<file path="config.mk">
export PLATFORM = sky130hd
export DESIGN_NAME = cdb_arbiter
export DESIGN_NICKNAME = d
export VERILOG_FILES = /design/src/rtl/cdb_arbiter.sv
export SDC_FILE = /design/constraint.sdc
export NUM_CORES = 1
export LEC_CHECK = 0
export CAP_MARGIN = 20
export CELL_PAD_IN_SITES_DETAIL_PLACEMENT = 1
export CELL_PAD_IN_SITES_GLOBAL_PLACEMENT = 2
export CORE_MARGIN = 2
export CORE_UTILIZATION = 37
export CTS_CLUSTER_DIAMETER = 30
export DETAILED_ROUTE_END_ITERATION = 10
export HOLD_SLACK_MARGIN = 0.15
export PLACE_DENSITY = 0.82
export SYNTH_ARGS = -nofsm -noshare
export SYNTH_HDL_FRONTEND = slang
export SYNTH_SLANG_ARGS = --single-unit
export TNS_END_PERCENT = 50
</file>
<file path="constraint.sdc">
create_clock -name clk_in -period 2.8 [get_ports clk_in]
set_clock_uncertainty 0.2 [all_clocks]
set_input_delay 0.7 -clock clk_in [delete_from_list [all_inputs] [get_ports clk_in]]
set_output_delay 0.7 -clock clk_in [all_outputs]
set_load 0.01 [all_outputs]
</file>
<file path="src/rtl/cdb_arbiter.sv">
// rtl/cdb_arbiter.sv - round-robin arbiter sharing one common data bus among per-source result FIFOs
//
// Ports:
//   clk_in      system clock
//   rst_in      asynchronous reset, active-low
//   rdy_in      global enable; low freezes every register
//   clear       mispredict flush (only honoured while rdy_in=1)
//   src_valid   per-source result strobe
//   src_rob_id  per-source tag, source i at [i*ROB_W +: ROB_W]
//   src_value   per-source value, source i at [i*32 +: 32]
//   src_full    per-source FIFO full (decoded from registered count)
//   cdb_ready   registered broadcast valid
//   cdb_rob_id  registered broadcast tag
//   cdb_value   registered broadcast value
//
// Optional feature macro: CDB_BYPASS_EN
//   When defined, a source with an empty FIFO that strobes this cycle may win
//   the grant directly; its input goes straight to the CDB registers.

module cdb_arbiter #(
    parameter int NUM_SRC    = 2,
    parameter int FIFO_DEPTH = 4,
    parameter int ROB_W      = 4
) (
    input  logic                     clk_in,
    input  logic                     rst_in,
    input  logic                     rdy_in,
    input  logic                     clear,
    input  logic [NUM_SRC-1:0]       src_valid,
    input  logic [NUM_SRC*ROB_W-1:0] src_rob_id,
    input  logic [NUM_SRC*32-1:0]    src_value,
    output logic [NUM_SRC-1:0]       src_full,
    output logic                     cdb_ready,
    output logic [ROB_W-1:0]         cdb_rob_id,
    output logic [31:0]              cdb_value
);

    localparam int PTR_W = (FIFO_DEPTH > 1) ? $clog2(FIFO_DEPTH) : 1;
    localparam int CNT_W = PTR_W + 1;
    localparam int SEL_W = (NUM_SRC > 1) ? $clog2(NUM_SRC) : 1;
    localparam int ENT_W = ROB_W + 32;

    logic [ENT_W-1:0] mem    [NUM_SRC][FIFO_DEPTH];
    logic [PTR_W-1:0] wr_ptr [NUM_SRC];
    logic [PTR_W-1:0] rd_ptr [NUM_SRC];
    logic [CNT_W-1:0] count  [NUM_SRC];
    logic [SEL_W-1:0] rr_ptr;

    logic [ENT_W-1:0]   in_ent [NUM_SRC];
    logic [NUM_SRC-1:0] nonempty;
    logic [NUM_SRC-1:0] cand;
    logic [NUM_SRC-1:0] push;
    logic [NUM_SRC-1:0] pop;
    logic               grant_valid;
    logic               fwd;
    logic [SEL_W-1:0]   winner;
    logic [SEL_W-1:0]   rr_next;
    logic [ENT_W-1:0]   head;

    // Per-source decode of input entry and registered FIFO status.
    always_comb begin
        for (int i = 0; i < NUM_SRC; i++) begin
            in_ent[i]   = {src_rob_id[i*ROB_W +: ROB_W], src_value[i*32 +: 32]};
            nonempty[i] = (count[i] != '0);
            src_full[i] = (count[i] == CNT_W'(FIFO_DEPTH));
        end
    end

`ifdef CDB_BYPASS_EN
    assign cand = nonempty | src_valid;
`else
    assign cand = nonempty;
`endif

    // Round-robin pick. Offsets are scanned from farthest to nearest so the
    // candidate closest to rr_ptr is the last (winning) assignment.
    always_comb begin
        int               idx;
        logic [SEL_W-1:0] idx_s;
        grant_valid = 1'b0;
        winner      = rr_ptr;
        idx         = 0;
        idx_s       = '0;
        for (int k = NUM_SRC - 1; k >= 0; k--) begin
            idx = int'(rr_ptr) + k;
            if (idx >= NUM_SRC) begin
                idx = idx - NUM_SRC;
            end
            idx_s = SEL_W'(idx);
            if (cand[idx_s]) begin
                grant_valid = 1'b1;
                winner      = idx_s;
            end
        end
    end

    // Broadcast source: FIFO head, or the live input when the winner's FIFO is
    // empty (only reachable with bypass enabled).
    always_comb begin
        head = mem[winner][rd_ptr[winner]];
        fwd  = 1'b0;
`ifdef CDB_BYPASS_EN
        if (!nonempty[winner]) begin
            fwd  = grant_valid;
            head = in_ent[winner];
        end
`endif
    end

    // A forwarded strobe is consumed by the CDB and must not also be queued.
    always_comb begin
        for (int i = 0; i < NUM_SRC; i++) begin
            pop[i]  = grant_valid && (winner == SEL_W'(i)) && nonempty[i];
            push[i] = src_valid[i] && !src_full[i] && !(fwd && (winner == SEL_W'(i)));
        end
        rr_next = (winner == SEL_W'(NUM_SRC - 1)) ? '0 : winner + SEL_W'(1);
    end

    always_ff @(posedge clk_in or negedge rst_in) begin
        if (!rst_in) begin
            for (int i = 0; i < NUM_SRC; i++) begin
                wr_ptr[i] <= '0;
                rd_ptr[i] <= '0;
                count[i]  <= '0;
            end
            rr_ptr     <= '0;
            cdb_ready  <= 1'b0;
            cdb_rob_id <= '0;
            cdb_value  <= '0;
        end else if (rdy_in) begin
            if (clear) begin
                for (int i = 0; i < NUM_SRC; i++) begin
                    wr_ptr[i] <= '0;
                    rd_ptr[i] <= '0;
                    count[i]  <= '0;
                end
                rr_ptr    <= '0;
                cdb_ready <= 1'b0;
            end else begin
                for (int i = 0; i < NUM_SRC; i++) begin
                    if (push[i]) begin
                        wr_ptr[i] <= wr_ptr[i] + PTR_W'(1);
                    end
                    if (pop[i]) begin
                        rd_ptr[i] <= rd_ptr[i] + PTR_W'(1);
                    end
                    count[i] <= count[i] + CNT_W'(push[i]) - CNT_W'(pop[i]);
                end
                cdb_ready <= grant_valid;
                if (grant_valid) begin
                    {cdb_rob_id, cdb_value} <= head;
                    rr_ptr                  <= rr_next;
                end
            end
        end
    end

    // Storage carries no reset; validity is tracked entirely by count/pointers.
    always_ff @(posedge clk_in) begin
        if (rdy_in && !clear) begin
            for (int i = 0; i < NUM_SRC; i++) begin
                if (push[i]) begin
                    mem[i][wr_ptr[i]] <= in_ent[i];
                end
            end
        end
    end

    a_no_strobe_when_full: assert property (
        @(posedge clk_in) disable iff (!rst_in)
        (rdy_in && !clear) |-> ((src_valid & src_full) == '0)
    ) else $error("cdb_arbiter: strobe into full FIFO, entry dropped");

endmodule

</file>
# Word level (Yosys, flattened, before mapping)
# Memories as Yosys holds them, arrays and structs flattened.
# Index checks and enable logic that the tools add are counted.
# op_classes
eq_ne,2
reduce_logical,25
bitwise,6
n_addsub,12
shift,0
div_mod_pow,0
magnitude_cmp,10
n_mux,37
n_mul,0
# op_table
cell,count
two-way mux 144 bit,2
demux 36 bit (select 2 bit),2
two-way mux 36 bit,4
binary-select mux 36 bit (select 2 bit),1
two-way mux 1 bit,18
two-way mux 2 bit,7
AND reduction 2 bit,5
nonzero test 2 bit,5
greater-or-equal comparator 3 bit (second input constant),3
logical AND 1 bit,9
inverter 2 -> 3 bit,3
adder 2 x 1 -> 2 bit (second input constant),4
two-way mux 4 bit,2
adder 3 x 1 -> 3 bit,2
equality test 3 bit (second input constant),2
less-than comparator 3 x 1 -> 1 bit (second input constant),2
two-way mux 6 bit,1
nonzero test 3 bit,2
subtractor 3 x 1 -> 3 bit,2
greater-or-equal comparator 2 bit (second input constant),2
less-than comparator 1 x 2 -> 1 bit (second input constant),2
zero test 1 bit,3
AND reduction 3 bit,1
adder 1 x 1 -> 2 bit (second input constant),1
5 further kinds,7
# totals
memories,1
latch_bits,0
output_inout_bits,39
ff_bits,52
inputBits,78
ramBits,288
word_cells,103
romBits,0
# memory_table
name,words,word_bits,rd,rd_ports_with_merged_regs,write_ports,line,rtl
mem,2,144,1,0,2,43,logic [ENT_W-1:0] mem [NUM_SRC][FIFO_DEPTH];

# Logic depth before layout (Yosys ltp)
# Gate-level depths: netlist of run 1.
# logic_depth
depth_word,15
depth_mapped,13
ltp_nobuf,12

# Least setup slack after synthesis of run 1
# OpenSTA, ideal clock, no wires.
# synth_path
path_type,input port to flip-flop
start,input clear
end,"memory mem[1][0] (netlist name), enable pin"
path_buffers,2
slack_ps,-9
required_time_ps,2203
path_stages,4
setup_ps,397
t_arrival_ps,2213
cell_sequence,clkbuf_1 -> nor2_1 -> clkbuf_1 -> and3_1
# synth_rtl
element,line,rtl
"start, declared",28,"input logic clear,"
"end, declared",43,

# Worst setup path after layout of run 1
# layout_path
start,register count[4] (netlist name)
end,register cdb_value[16]
# layout_between
elab_chain_cells,13
word_cells_on_any_way,19
cone_classes,mux (14); bitwise (2); reduce/logical (2); memory (1)
# layout_rtl
element,line,rtl
"start, declared",46,logic [CNT_W-1:0] count [NUM_SRC];
"start signal, assigned by index",147,count[i] <= count[i] + CNT_W'(push[i]) - CNT_W'(pop[i]);
nonzero test 3 bit *,64,nonempty[i] = (count[i] != '0);
two-way mux 1 bit (not written as such) (2 in series),90,if (cand[idx_s]) begin
two-way mux 1 bit (2 in series),90,
inverter 1 -> 2 bit (not written as such),100,head = mem[winner][rd_ptr[winner]];
two-way mux 2 bit (not written as such) (3 in series),100,
inverter 2 -> 3 bit (not written as such),100,
binary-select mux 36 bit (select 2 bit),100,
two-way mux 36 bit (not written as such) (2 in series),100,
"end signal, assigned",129,cdb_value <= '0;
"end signal, assigned",151,"{cdb_rob_id, cdb_value} <= head;"
"end, declared",35,output logic [31:0] cdb_value
# Every way passes the cells marked *; elsewhere a longest branch is shown, timed or not. The select of a mux whose other input is x is not followed.
# A chain may end at the register's enable or synchronous reset.

==> results.md, run 1 <==
* Final Cycle Share at 98.77%
* RSZ-0062 raised after global routing: yes
* Wirelength, routed at 40670 um
* Global placer's final weighted congestion at 0.7386
* Starting Density at ~37%
* Util after Layout at approximately half
* Reg2reg setup slack at 0.03 ns
* DR pass1 iterations at 5
* H-tree levels at 3
* TritonCTS clock tree: done
* GRT Util Overall at 21.33%
* CTS sink cnt at 340
* Max VDD drop at 0.5475 mV
* Req. time, crit path at 3.10 ns
* P per Cell Area at ~1200 nW/um^2
* Top post-synthesis cells by count: 288 x edfxtp_1, 120 x nand2_1, 89 x a21oi_1
* Post-Synthesis Cells at approximately 970
* EDFF count, synth at 288
* Post-synth ARST share at 15.29%
* Hold Vio Cnt, Final at 0
* Vias in the first global route at roughly 10000
* Tmin final at about 2.8 ns
* Most frequent cell after synthesis: edfxtp_1
* R2r endpoint: cdb_value[16]
* Core region area at approximately 36000 um^2
* CTS Buf Count at 75
* Register area share after synthesis at 73.55%
* Slew @ Worst Pin at approximately 0.66 ns
* Pleak at ~6.8 nW
* Slew HR at 56.08%
* DP Worst Slack at -0.2602 ns
* Drt wl/cell at 23.90 um
* Top-area cell type share of the netlist area at a little under two thirds
* Clock slew at reported path FFs at 0.04 ns
* Drt via density at 5.457
* Post-synthesis cell type count at 40
* Dpl cells at approximately 1600
* Setup CP Type: reg2reg
* Fmax at around 360 MHz
* Die height at 195.2 um
* Post-Layout Cell Count at 1702
* Hold_sp: cdb_value[5]
* CP endpoint kind: register
* Outcome: finished clean
* Bufs on Longest Clock Path at 3
* First-pass GRT wire length at 60600 um
* Nets@finish at 1263
* Root buf cell: clkbuf_16
* Arrival time worst endpoint at around 3 ns
* Max_cap viols at 0
* Die area at 38110 um^2
* Pin count of the biggest net entering global routing at 45
* Reg2reg path depth at 9
* Hpwl dp at between 20000 and 25000 um
* Total power at 0.02306 W
* Critical Path Fanout Max at 41
* Initial antenna violation count at 1
* Mapped cell area at 13530 um^2
* Hold worst-path end: cdb_value[5]
* Slew Limit Fails at 0
* Synth Register Bits at 340
* Final setup vio count at 0
* # fillers at approximately 3500
* Layout cell share with drive strength beyond 1 at 19.30%
* Die width at a little under 200 um
* Post-route ant nets at 0
* Post-route cell area at 18590 um^2
* Clock latency on the worst-skew pair at about 0.59 ns
* Row cnt at 70
* Post-DP Area at 15850 um^2
* Setup ws final at 0.03452 ns
* Remaining DRCs at 0
* Initial DRC Count at roughly 600
* Count of input and output buffers at 116
* Area leader, netlist: edfxtp_1
* Post-synthesis net count at 1060
* Dominant synthesized flop cell: edfxtp_1
* Yosys warnings at 0
* Overflow after GRT at 0
* Crit Reg-Reg Startpoint: count[4]
* Startpoint Class: register
* I/O Pins at 117
* DR vias at 9287
* Area delta synth->final at 37.46%
* Avg Inst Size Synth at 13.97 um^2
* Hold depth at 2
* Synth area leaders: edfxtp_1 64%, dfrtp_1 9.6%, mux2i_1 3.3%
* Hold Crit Class: reg2reg
[worst max-delay path, stage by stage (launching register included)]
cell	delay [ns]
dfrtp_1	0.39
buf_4	0.16
nor3_1	0.44
buf_4	0.23
maj3_2	0.33
buf_8	0.32
a21oi_1	0.07
o21ai_0	0.28
o22ai_1	0.13
o21ai_1	0.12
[power breakdown]
part	leakage (nW)	switching, W	internal, W	total, W
Sequential	3.23	0.000361	0.00600	0.00636
Combinational	2.31	0.00437	0.00317	0.00754
Clock	1.29	0.00308	0.00609	0.00916
[state kept, by name, summed over array words and instances (netlist names)]
name	flops
cdb_ready	1
cdb_rob_id	4
cdb_value	32
count	6
mem	288
rd_ptr	4
rr_ptr	1
wr_ptr	4
[logic make-up (layout without fill, tap and decap cells)]
kind of cell             Yosys count  count (layout)  share of synthesized area, %
flip-flops                       340             340                         73.55
AND/OR/NAND/NOR                  251             251                         7.936
AO/OA/AOI/OAI                    232             232                         10.18
buffers and inverters             76             341                         2.701
multiplexers                      51              51                         3.922
adder cells (fa/ha/maj)           16              16                         1.572
XOR/XNOR                           2               2                        0.1295
other                              0               1                             0
[cells in the final DEF (no fill, tap or decap), drive strengths merged, types with 15 or more instances in the layout]
master,instances
nand3,36
buf,72
inv,19
a211oi,15
a221o,18
nand2,120
o21ai,69
o22ai,21
a21oi,99
nor3,32
clkinv,30
edfxtp,288
nor2,46
dfrtp,52
clkdlybuf4s50,113
mux2i,47
clkbuf,89
[layout make-up]
| class | count | area, um^2 | share of cell area [%] |
|---|---|---|---|
| well taps | 468 | 585.6 | 3.149 |
| multi-input cells | 552 | 3301 | 17.75 |
| repair buffers | 188 | 2028 | 10.91 |
| inverters | 14 | 52.55 | 0.2826 |
| diodes | 1 | 2.502 | 0.01346 |
| clock buffers | 89 | 1989 | 10.70 |
| clock inverters | 50 | 685.7 | 3.688 |
| flip-flops and latches | 340 | 9950 | 53.51 |
[how the worst max path moves through the flow]
stage,from,endpoint,slack [ns],cells after the start
3_5_place_dp,src_valid[1],count[2],-0.26,11
4_1_cts,count[1],count[5],-0.008,11
3_3_place_gp,src_valid[1],count[2],-0.16,11
2_1_floorplan,clear,mem[1][36],-0.009,4
6_report,count[4],cdb_value[16],0.03,9
5_1_grt,count[4],count[5],-0.08,12
[metrics by stage]
step	hold slack, ns	TNS (ns)
3_3_place_gp	0.2711	-0.1675
3_5_place_dp	0.2761	-0.3593
2_1_floorplan	0.2044	-0.3184
4_1_cts	0.2853	-0.007852
5_1_grt	0.2949	-0.1104
6_report	0.2789	0
[metal layers]
metal | wire length [um] | track usage, %
met4 | 1116 | 8.793
met1 | 16260 | 25.46
met2 | 21030 | 37.87
met3 | 2264 | 4.059
met5 | 0 | 0
[timing repair]
action / in CTS / in global routing
resized for setup: 2 / 14
setup endpoints to repair: 3 / 17
pin swaps: 0 / 1
setup buffers: 0 / 0
cloned: 0 / 0
hold buffers: 1 / 0
endpoints found under the hold margin: 16 / 0
Note: power is estimated with default switching activity, not from simulation.
==> inputs of run 2 (changes only) <==
==> config.mk (replaced) <==
export PLATFORM = sky130hd
export DESIGN_NAME = cdb_arbiter
export DESIGN_NICKNAME = d
export VERILOG_FILES = /design/src/rtl/cdb_arbiter.sv
export SDC_FILE = /design/constraint.sdc
export NUM_CORES = 1
export LEC_CHECK = 0
export CAP_MARGIN = 20
export CELL_PAD_IN_SITES_DETAIL_PLACEMENT = 0
export CELL_PAD_IN_SITES_GLOBAL_PLACEMENT = 1
export CORE_MARGIN = 2
export CORE_UTILIZATION = 43
export CTS_CLUSTER_DIAMETER = 30
export DETAILED_ROUTE_END_ITERATION = 10
export HOLD_SLACK_MARGIN = 0.15
export PLACE_DENSITY = 0.81
export SLEW_MARGIN = 20
export SYNTH_ARGS = -nofsm -noshare
export SYNTH_HDL_FRONTEND = slang
export SYNTH_SLANG_ARGS = --single-unit
export TNS_END_PERCENT = 50
==> results.md, run 2 (synthesized netlist as in run 1, its figures left out) <==
* Max_cap viols at 0
* Die width at 181.4 um
* Post-Layout Cell Count at ~1600
* Slew HR at 66.35%
* Drt wl/cell at between 20 and 25 um
* Slowest cell on the critical path: clkdlybuf4s50_1
* TritonCTS clock tree: done
* Drt via density at roughly 5.5
* Hold worst-path end: cdb_value[7]
* Switching Share at 31.93%
* Reg2reg path depth at 7
* DR vias at slightly below 9000
* Flop pwr share at 28.5%
* Overflow after GRT at 0
* Startpoint Class: register
* DR pass1 iterations at 5
* Post-CTS setup buffers at 0
* Hold Vio Cnt, Final at 0
* Layout cell share with drive strength beyond 1 at 17.77%
* Pin count of the biggest net entering global routing at 55
* Die height at 181.4 um
* Post-route ant nets at 0
* Req. time, crit path at 1.90 ns
* H-tree levels at 3
* Remaining DRCs at 0
* Clock latency on the worst-skew pair at 0.55 ns
* Final setup vio count at 0
* Slew Limit Fails at 0
* Tmin final at approximately 2.7 ns
* Largest register FFs at 288
* Slew @ Worst Pin at 0.5047 ns
* Initial DRC Count at about 780
* Starting Density at 43.99%
* First-pass GRT wire length at 52600 um
* Root buf cell: clkbuf_16
* Area delta synth->final at 35.74%
* CP endpoint kind: primary output
* Hold depth at 2
* Hpwl dp at around 20000 um
* Outcome: finished clean
* Crit Reg-Reg Startpoint: count[4]
* Dpl cells at 1487
* Slowest cell delay on critical path at ~0.54 ns
* Util after Layout at between 50% and 60%
* Critical Path Fanout Max at 4
* Setup CP Type: reg2out
* CP Cell Sequence: inv_1 -> and3_1 -> clkdlybuf4s50_1
* Final Cycle Share at 96.59%
* Hold_sp: cdb_value[7]
* GRT Util Overall at 20.93%
* I/O Pins at ~120
* Most common cell after layout, fill and taps aside: edfxtp_1
* Row cnt at 64
* Combinational fraction of design power at around a third
* Pleak at 6.731 nW
* Count of input and output buffers at between 100 and 150
* Hold Crit Class: reg2reg
* Die area at 32890 um^2
* Nets@finish at around 1300
* Clock slew at reported path FFs at 0.05 ns
* CTS sink cnt at 340
* Global placer's final weighted congestion at roughly 0.77
* Most frequent cells in the layout: 288 x edfxtp_1, 120 x nand2_1, 114 x clkdlybuf4s50_1
* Max VDD drop at 0.7207 mV
* Fmax at 369.8 MHz
* Switching power at ~0.007 W
* RSZ-0062 raised after global routing: no
* Post-route setup TNS at 0 ns
* Arrival time worst endpoint at 1.80 ns
* Bufs on Longest Clock Path at 3
* P_int at roughly 0.015 W
* Reg2reg setup slack at around 0.11 ns
* P per Cell Area at 1207 nW/um^2
* Core region area at ~31000 um^2
* Clk pwr share at 38.5%
* Wirelength, routed at 34170 um
* Vias in the first global route at around 9300
* CTS Buf Count at 70
* R2r endpoint: cdb_value[20]
* Initial antenna violation count at 3
[run 2: changes by cell type in the layout (fill, tap and decap cells not counted), sizes merged, moves of 2 or more]
cell | previous run | this run
buf | 72 | 70
bufinv | 10 | 13
clkbuf | 89 | 83
clkinv | 30 | 19
clkinvlp | 5 | 8
[run 2: routing by layer]
metal	wire length (um)	part of all wire [%]	GRT usage, %	vias up
li1	-	-	-	4046
met1	14040	41	26.91	4438
met2	16700	49	34.21	363
met4	822	2.4	8.000	2
met3	2593	7.6	5.422	77
met5	13	0.038	0	-
[run 2: worst max-delay path by stage]
| stage | cells after the start | endpoint | start | slack (ns) |
|---|---|---|---|---|
| global placement | 11 | count[2] | src_valid[1] | -0.20 |
| global route | 8 | cdb_value[24] | count[4] | 0.009 |
| CTS | 11 | count[5] | count[0] | 0.02 |
| detailed placement | 11 | count[2] | src_valid[1] | -0.23 |
| finish | 3 | src_full[1] | count[1] | 0.1 |
| floorplan | 4 | mem[1][36] | clear | -0.009 |
[run 2: metrics by stage]
stage / hold slack [ns] / area [um^2] / total power (W) / setup slack (ns)
floorplan: 0.2044 / 13530 / 0.01075 / -0.008844
global placement: 0.2659 / 15840 / 0.01344 / -0.2001
detailed placement: 0.2767 / 15840 / 0.01358 / -0.2302
CTS: 0.2873 / 18330 / 0.02222 / 0.01648
global route: 0.3081 / 18360 / 0.02327 / 0.009019
finish: 0.2771 / 18360 / 0.02217 / 0.09559
[run 2: final cells by class]
class,instances,area [um^2]
inverters,14,52.55
flip-flops and latches,340,9950
diodes,2,5.005
multi-input cells,552,3292
clock buffers,83,1831
repair buffers,186,2100
well taps,396,495.5
fillers,2282,12390
clock inverters,46,636.9
[run 2: power by group through the flow]
stage,logic (W),registers [W],clock network [W]
2_1_floorplan,0.00434,0.00641,0
3_3_place_gp,0.00706,0.00638,0
3_5_place_dp,0.00718,0.00640,0
4_1_cts,0.00726,0.00632,0.00864
5_1_grt,0.00797,0.00638,0.00893
6_report,0.00730,0.00633,0.00855
[run 2: what timing repair did]
| item | CTS | global route |
|---|---|---|
| resized for setup | 3 | 6 |
| endpoints found under the setup margin | 1 | 6 |
| pin swaps | 0 | 1 |
| hold buffers | 1 | 0 |
| cloned | 0 | 0 |
| endpoints found under the hold margin | 52 | 0 |
[run 2: worst max-delay path, delay by kind of cell (launching register included)]
family	cells	cell delay (ns)
DFF	1	0.41
buffers and inverters	2	0.67
and+or+nand+nor	1	0.20
